[src/rtl/serial_add_pkg.sv]
// Shared types and helpers for the serial two-bits-per-cycle adder controller.
package serial_add_pkg;

  typedef enum logic [1:0] {
    IDLE = 2'd0,
    RUN  = 2'd1,
    DONE = 2'd2
  } state_t;

  // Step counter width: clog2(WIDTH/2), never narrower than one bit.
  function automatic int cnt_width(input int width);
    int w;
    w = $clog2(width / 2);
    return (w < 1) ? 1 : w;
  endfunction

endpackage

[src/rtl/add2_slice.sv]
// Combinational 2-bit ripple adder made of two full-adder stages.
module add2_slice (
  input  logic [1:0] x,
  input  logic [1:0] y,
  input  logic       ci,
  output logic [1:0] s,
  output logic       co
);

  logic c1;

  assign s[0] = x[0] ^ y[0] ^ ci;
  assign c1   = (x[0] & y[0]) | (ci & (x[0] ^ y[0]));
  assign s[1] = x[1] ^ y[1] ^ c1;
  assign co   = (x[1] & y[1]) | (c1 & (x[1] ^ y[1]));

endmodule

[src/rtl/serial_add_ctrl.sv]
// Serial WIDTH-bit adder: one shared 2-bit slice, result WIDTH/2 cycles after acceptance.
// One operation in flight; new operands only in IDLE. Signed overflow output with SERIAL_ADD_OVF_EN.
module serial_add_ctrl
  import serial_add_pkg::*;
#(
  parameter int WIDTH = 8
) (
  input  logic             clk,
  input  logic             rst_n,
  input  logic             in_valid,
  output logic             in_ready,
  input  logic [WIDTH-1:0] a,
  input  logic [WIDTH-1:0] b,
  input  logic             cin,
  output logic             out_valid,
  input  logic             out_ready,
  output logic [WIDTH-1:0] sum,
  output logic             cout,
`ifdef SERIAL_ADD_OVF_EN
  output logic             ovf,
`endif
  output logic             busy
);

  localparam int             CW   = cnt_width(WIDTH);
  localparam logic [CW-1:0]  LAST = CW'(WIDTH / 2 - 1);

  if (((WIDTH % 2) != 0) || (WIDTH < 2)) begin : g_bad_width
    $fatal(1, "serial_add_ctrl: WIDTH must be even and >= 2");
  end

  state_t           state_q, state_d;
  logic [WIDTH-1:0] a_sh_q, a_sh_d;
  logic [WIDTH-1:0] b_sh_q, b_sh_d;
  logic [WIDTH-1:0] sum_sh_q, sum_sh_d;
  logic             carry_q, carry_d;
  logic [CW-1:0]    cnt_q, cnt_d;
  logic [WIDTH-1:0] sum_q, sum_d;
  logic             cout_q, cout_d;
  logic             in_ready_q, in_ready_d;
  logic             out_valid_q, out_valid_d;
  logic             busy_q, busy_d;
`ifdef SERIAL_ADD_OVF_EN
  logic             sa_q, sa_d;
  logic             sb_q, sb_d;
  logic             ovf_q, ovf_d;
`endif

  logic [1:0]       slice_s;
  logic             slice_co;
  logic [WIDTH-1:0] sum_next;
  logic             sum_sh_unused;

  add2_slice u_slice (
    .x  (a_sh_q[1:0]),
    .y  (b_sh_q[1:0]),
    .ci (carry_q),
    .s  (slice_s),
    .co (slice_co)
  );

  // The low pair of sum_sh is always the oldest step and falls off the end.
  if (WIDTH == 2) begin : g_w2
    assign sum_next = slice_s;
  end else begin : g_wn
    assign sum_next = {slice_s, sum_sh_q[WIDTH-1:2]};
  end
  assign sum_sh_unused = ^sum_sh_q[1:0];

  always_comb begin
    state_d     = state_q;
    a_sh_d      = a_sh_q;
    b_sh_d      = b_sh_q;
    sum_sh_d    = sum_sh_q;
    carry_d     = carry_q;
    cnt_d       = cnt_q;
    sum_d       = sum_q;
    cout_d      = cout_q;
    in_ready_d  = in_ready_q;
    out_valid_d = out_valid_q;
    busy_d      = busy_q;
`ifdef SERIAL_ADD_OVF_EN
    sa_d        = sa_q;
    sb_d        = sb_q;
    ovf_d       = ovf_q;
`endif
    case (state_q)
      IDLE: begin
        if (in_valid && in_ready_q) begin
          state_d    = RUN;
          a_sh_d     = a;
          b_sh_d     = b;
          carry_d    = cin;
          cnt_d      = '0;
          in_ready_d = 1'b0;
          busy_d     = 1'b1;
`ifdef SERIAL_ADD_OVF_EN
          sa_d       = a[WIDTH-1];
          sb_d       = b[WIDTH-1];
`endif
        end
      end
      RUN: begin
        a_sh_d   = a_sh_q >> 2;
        b_sh_d   = b_sh_q >> 2;
        sum_sh_d = sum_next;
        carry_d  = slice_co;
        cnt_d    = cnt_q + CW'(1);
        if (cnt_q == LAST) begin
          state_d     = DONE;
          sum_d       = sum_next;
          cout_d      = slice_co;
          out_valid_d = 1'b1;
`ifdef SERIAL_ADD_OVF_EN
          ovf_d       = (sa_q == sb_q) && (sum_next[WIDTH-1] != sa_q);
`endif
        end
      end
      DONE: begin
        if (out_ready) begin
          state_d     = IDLE;
          out_valid_d = 1'b0;
          in_ready_d  = 1'b1;
          busy_d      = 1'b0;
        end
      end
      default: begin
        state_d     = IDLE;
        out_valid_d = 1'b0;
        in_ready_d  = 1'b1;
        busy_d      = 1'b0;
      end
    endcase
  end

  always_ff @(posedge clk or negedge rst_n) begin
    if (!rst_n) begin
      state_q     <= IDLE;
      a_sh_q      <= '0;
      b_sh_q      <= '0;
      sum_sh_q    <= '0;
      carry_q     <= 1'b0;
      cnt_q       <= '0;
      sum_q       <= '0;
      cout_q      <= 1'b0;
      in_ready_q  <= 1'b1;
      out_valid_q <= 1'b0;
      busy_q      <= 1'b0;
`ifdef SERIAL_ADD_OVF_EN
      sa_q        <= 1'b0;
      sb_q        <= 1'b0;
      ovf_q       <= 1'b0;
`endif
    end else begin
      state_q     <= state_d;
      a_sh_q      <= a_sh_d;
      b_sh_q      <= b_sh_d;
      sum_sh_q    <= sum_sh_d;
      carry_q     <= carry_d;
      cnt_q       <= cnt_d;
      sum_q       <= sum_d;
      cout_q      <= cout_d;
      in_ready_q  <= in_ready_d;
      out_valid_q <= out_valid_d;
      busy_q      <= busy_d;
`ifdef SERIAL_ADD_OVF_EN
      sa_q        <= sa_d;
      sb_q        <= sb_d;
      ovf_q       <= ovf_d;
`endif
    end
  end

  assign in_ready  = in_ready_q;
  assign out_valid = out_valid_q;
  assign busy      = busy_q;
  assign sum       = sum_q;
  assign cout      = cout_q;
`ifdef SERIAL_ADD_OVF_EN
  assign ovf       = ovf_q;
`endif

endmodule

[config.mk]
export PLATFORM = sky130hd
export DESIGN_NAME = serial_add_ctrl
export DESIGN_NICKNAME = d
export VERILOG_FILES = /design/src/rtl/serial_add_pkg.sv /design/src/rtl/add2_slice.sv /design/src/rtl/serial_add_ctrl.sv
export SDC_FILE = /design/constraint.sdc
export NUM_CORES = 1
export LEC_CHECK = 0
export CAP_MARGIN = 20
export CORE_MARGIN = 1
export CORE_UTILIZATION = 25
export CTS_BUF_LIST = sky130_fd_sc_hd__clkbuf_2
export DETAILED_ROUTE_END_ITERATION = 10
export GPL_ROUTABILITY_DRIVEN = 0
export GPL_TIMING_DRIVEN = 0
export SYNTH_ARGS = -nofsm -noshare
export SYNTH_HDL_FRONTEND = slang
export SYNTH_HIERARCHICAL = 1
export SYNTH_SLANG_ARGS = --single-unit
[constraint.sdc]
create_clock -name clk -period 1.9 [get_ports clk]
set_clock_uncertainty 0.1 [all_clocks]
set_input_delay 0.19 -clock clk [delete_from_list [all_inputs] [get_ports clk]]
set_output_delay 0.19 -clock clk [all_outputs]
set_load 0.01 [all_outputs]
==> summary.md <==
| Metric | Value |
|---|---|
| Share of cells above drive strength 1 | 0.147 |
| Vias per cell | a little over 4 |
| Detailed placement HPWL | 2.59 mm |
| Gr ovfl total | 0 |
| Reg2reg start | b_sh_q[0] |
| Clk pin slew, worst setup/hold paths | approximately 190 ps |
| Largest net degree at the start of global routing | 40 |
| Crit Path Category | reg2reg |
| CTS Sinks | 39 |
| Hold_sp | a[6] |
| Crit path launch type | flip-flop |
| Via count | 1297 |
| Post-Syn Instances | roughly 180 |
| Setup crit end kind | flip-flop |
| Register area share after synthesis | 0.551 |
| Final min period | 1830 ps |
| Synth cell types | 24 |
| Crit path required time | 2110 ps |
| Worst-Margin Slew | 863 ps |
| Drt first pass iters | 4 |
| Slew HR | 0.425 |
| Synth-to-Final Area Change | 27.9% |
| Dpl ws | 31.3 ps |
| Inst Count DP | between 300 and 400 |
| Row count | 30 |
| Post-DRT Antenna Nets | 0 |
| Core Area | 6830 sq um |
| Hold Crit Class | in2reg |
| Hold Slack | 233 ps |
| Final Core Density | 0.332 |
| TritonCTS buffer count | 5 |
| Max-cap violations | 0 |
| H-tree depth | 2 |
| VDD IR max | 0.000372 V |
| FMAX | 545 MHz |
| Die Ht | 86.2 um |
| Clk Latency, worst-skew pair | 390 ps |
| IO buf count | 32 |
| Synthesized area | between 1500 and 2000 sq um |
| Crit Path Max Fanout | 2 |
| Die width | approximately 86 um |
| Final-report setup violation count | 0 |
| Lkg Pwr | 1.11 nW |
| # DRC | 0 |
| Die area | 7440 sq um |
| Routed len/inst | 11.6 um |
| Clock buffer depth | 2 |
| Nets@finish | 240 |
| CTS tree | done |
| Vias in the first global route | 1260 |
| Critical path data arrival time | 2050 ps |
| N_diodes | 0 |
| Antenna violations before repair | 0 |
| Final Hold Viols | 0 |
| Initial DRC count | 53 |
| Final Max Tran Viols | 0 |
| Root buffer cell | clkbuf_2 |
| First-pass GRT wire length | around 6.2 mm |
| Ys Warns | 6 |
| Final std cells w/o fill | 313 |
| RSZ-0062 raised after global routing | no |
| Pwr/cell area | about 1400 nW/um^2 |
| Synth Area per Inst | 10.1 sq um |
| Outcome | completed |
| Slack of the critical path | 65.4 ps |
| I/O pins | 33 |
| Final period utilization | 0.966 |
| Commonest cells after routing, fill and taps aside | nand2_1 (40), dfrtp_1 (38), a21oi_1 (31), clkdlybuf4s50_1 (31), nor2_1 (15) |
| Synthesis-stage register bit count | 39 |
| Most common cell after layout, fill and taps aside | nand2_1 |
| Total track usage | 0.109 |
| Syn Nets | 199 |
| Initial core utilization | 0.260 |
| Setup crit start | b_sh_q[0] |
| DRT Wirelength | 3.62 mm |
critical path, cell delays in order, from the launching register on:
cell	delay, ps
dfrtp_1	400
inv_1	70
fa_2	390
fa_1	490
inv_1	50
mux2_4	260
path summary, 6_finish.rpt:
path                               end  slack [ps]  cells past startpoint
min                          a_sh_q[6]         230                      3
min reg2reg                sum_sh_q[3]         410                      2
max                             sum[7]          70                      5
max reg2reg                     sum[7]          70                      5
min in group asynchronous       sum[6]         320                      2
max in group asynchronous    b_sh_q[7]         830                      2
stage by stage:
| stage | area (sq um) | power, mW | setup TNS [ps] |
|---|---|---|---|
| floorplan | 1770 | 2.28 | 0 |
| global placement | 2210 | 2.69 | -16760 |
| detailed placement | 2210 | 2.75 | 0 |
| CTS | 2260 | 3.12 | 0 |
| global route | 2270 | 3.38 | 0 |
| finish | 2270 | 3.09 | 0 |
routing by layer:
| metal | global-route usage | vias to the layer above | routed length (um) |
|---|---|---|---|
| met2 | 0.163 | 33 | 1600 |
| met5 | 0 | - | 0 |
| li1 | - | 652 | - |
| met3 | 0.0305 | 5 | 151 |
| met1 | 0.153 | 607 | 1840 |
| met4 | 0.0318 | 0 | 31 |
timing repair:
action                                  4_1_cts  5_1_grt
hold endpoints to repair                     38        0
hold buffers                                  1        0
resized for setup                             0        1
buffers inserted                              0        1
endpoints found under the setup margin        0        1
cells in the mapped netlist:
library cell | n | area (sq um)
a21oi_1 | 31 | 155
and2b_1 | 1 | 7.51
and3b_1 | 1 | 8.76
buf_2 | 4 | 20.0
buf_4 | 2 | 15.0
buf_6 | 4 | 45.0
clkbuf_1 | 1 | 3.75
dfrtp_1 | 38 | 951
dfstp_2 | 1 | 26.3
fa_1 | 2 | 40.0
ha_1 | 1 | 12.5
inv_1 | 10 | 37.5
mux2_4 | 9 | 135
nand2_1 | 40 | 150
nand2_8 | 1 | 20.0
nand2b_1 | 1 | 6.26
nand3_1 | 4 | 20.0
nand3b_1 | 3 | 22.5
nor2_1 | 15 | 56.3
o21ai_0 | 2 | 10.0
o22a_1 | 1 | 8.76
o22ai_1 | 1 | 6.26
o2bb2ai_1 | 1 | 8.76
o31ai_1 | 1 | 7.51
kinds of logic after synthesis:
logic type               count (synthesis)  share of synthesized area
AND/OR/NAND/NOR                         66                      0.164
adder cells (fa/ha/maj)                  3                     0.0296
flip-flops                              39                      0.551
AO/OA/AOI/OAI                           37                      0.111
multiplexers                             9                     0.0762
buffers and inverters                   21                     0.0684
area by class of cell:
type                       instances  area, sq um
fill                             747         4560
sequential                        39          977
multi-input combinational        115          678
timing repair buffer              34          333
tap                               96          120
buffer                            11         83.8
clock buffer                       8         40.0
inverter                          10         37.5
state kept, by name, indices dropped and copies added, names as in the netlist:
name and flops:
b_sh_q 8, a_sh_q 8, sum 8, sum_sh_q 6, carry_q 1, cout 1, in_ready 1, cnt_q 2
busy 1, out_valid 1, state_q 2
report_power, final:
part	internal (mW)	total, mW	switching, mW	leakage, nW
combinational	0.692	1.34	0.645	0.600
sequential	1.19	1.39	0.199	0.478
clock	0.109	0.368	0.260	0.0332
Note: power is estimated with default switching activity, not from simulation.
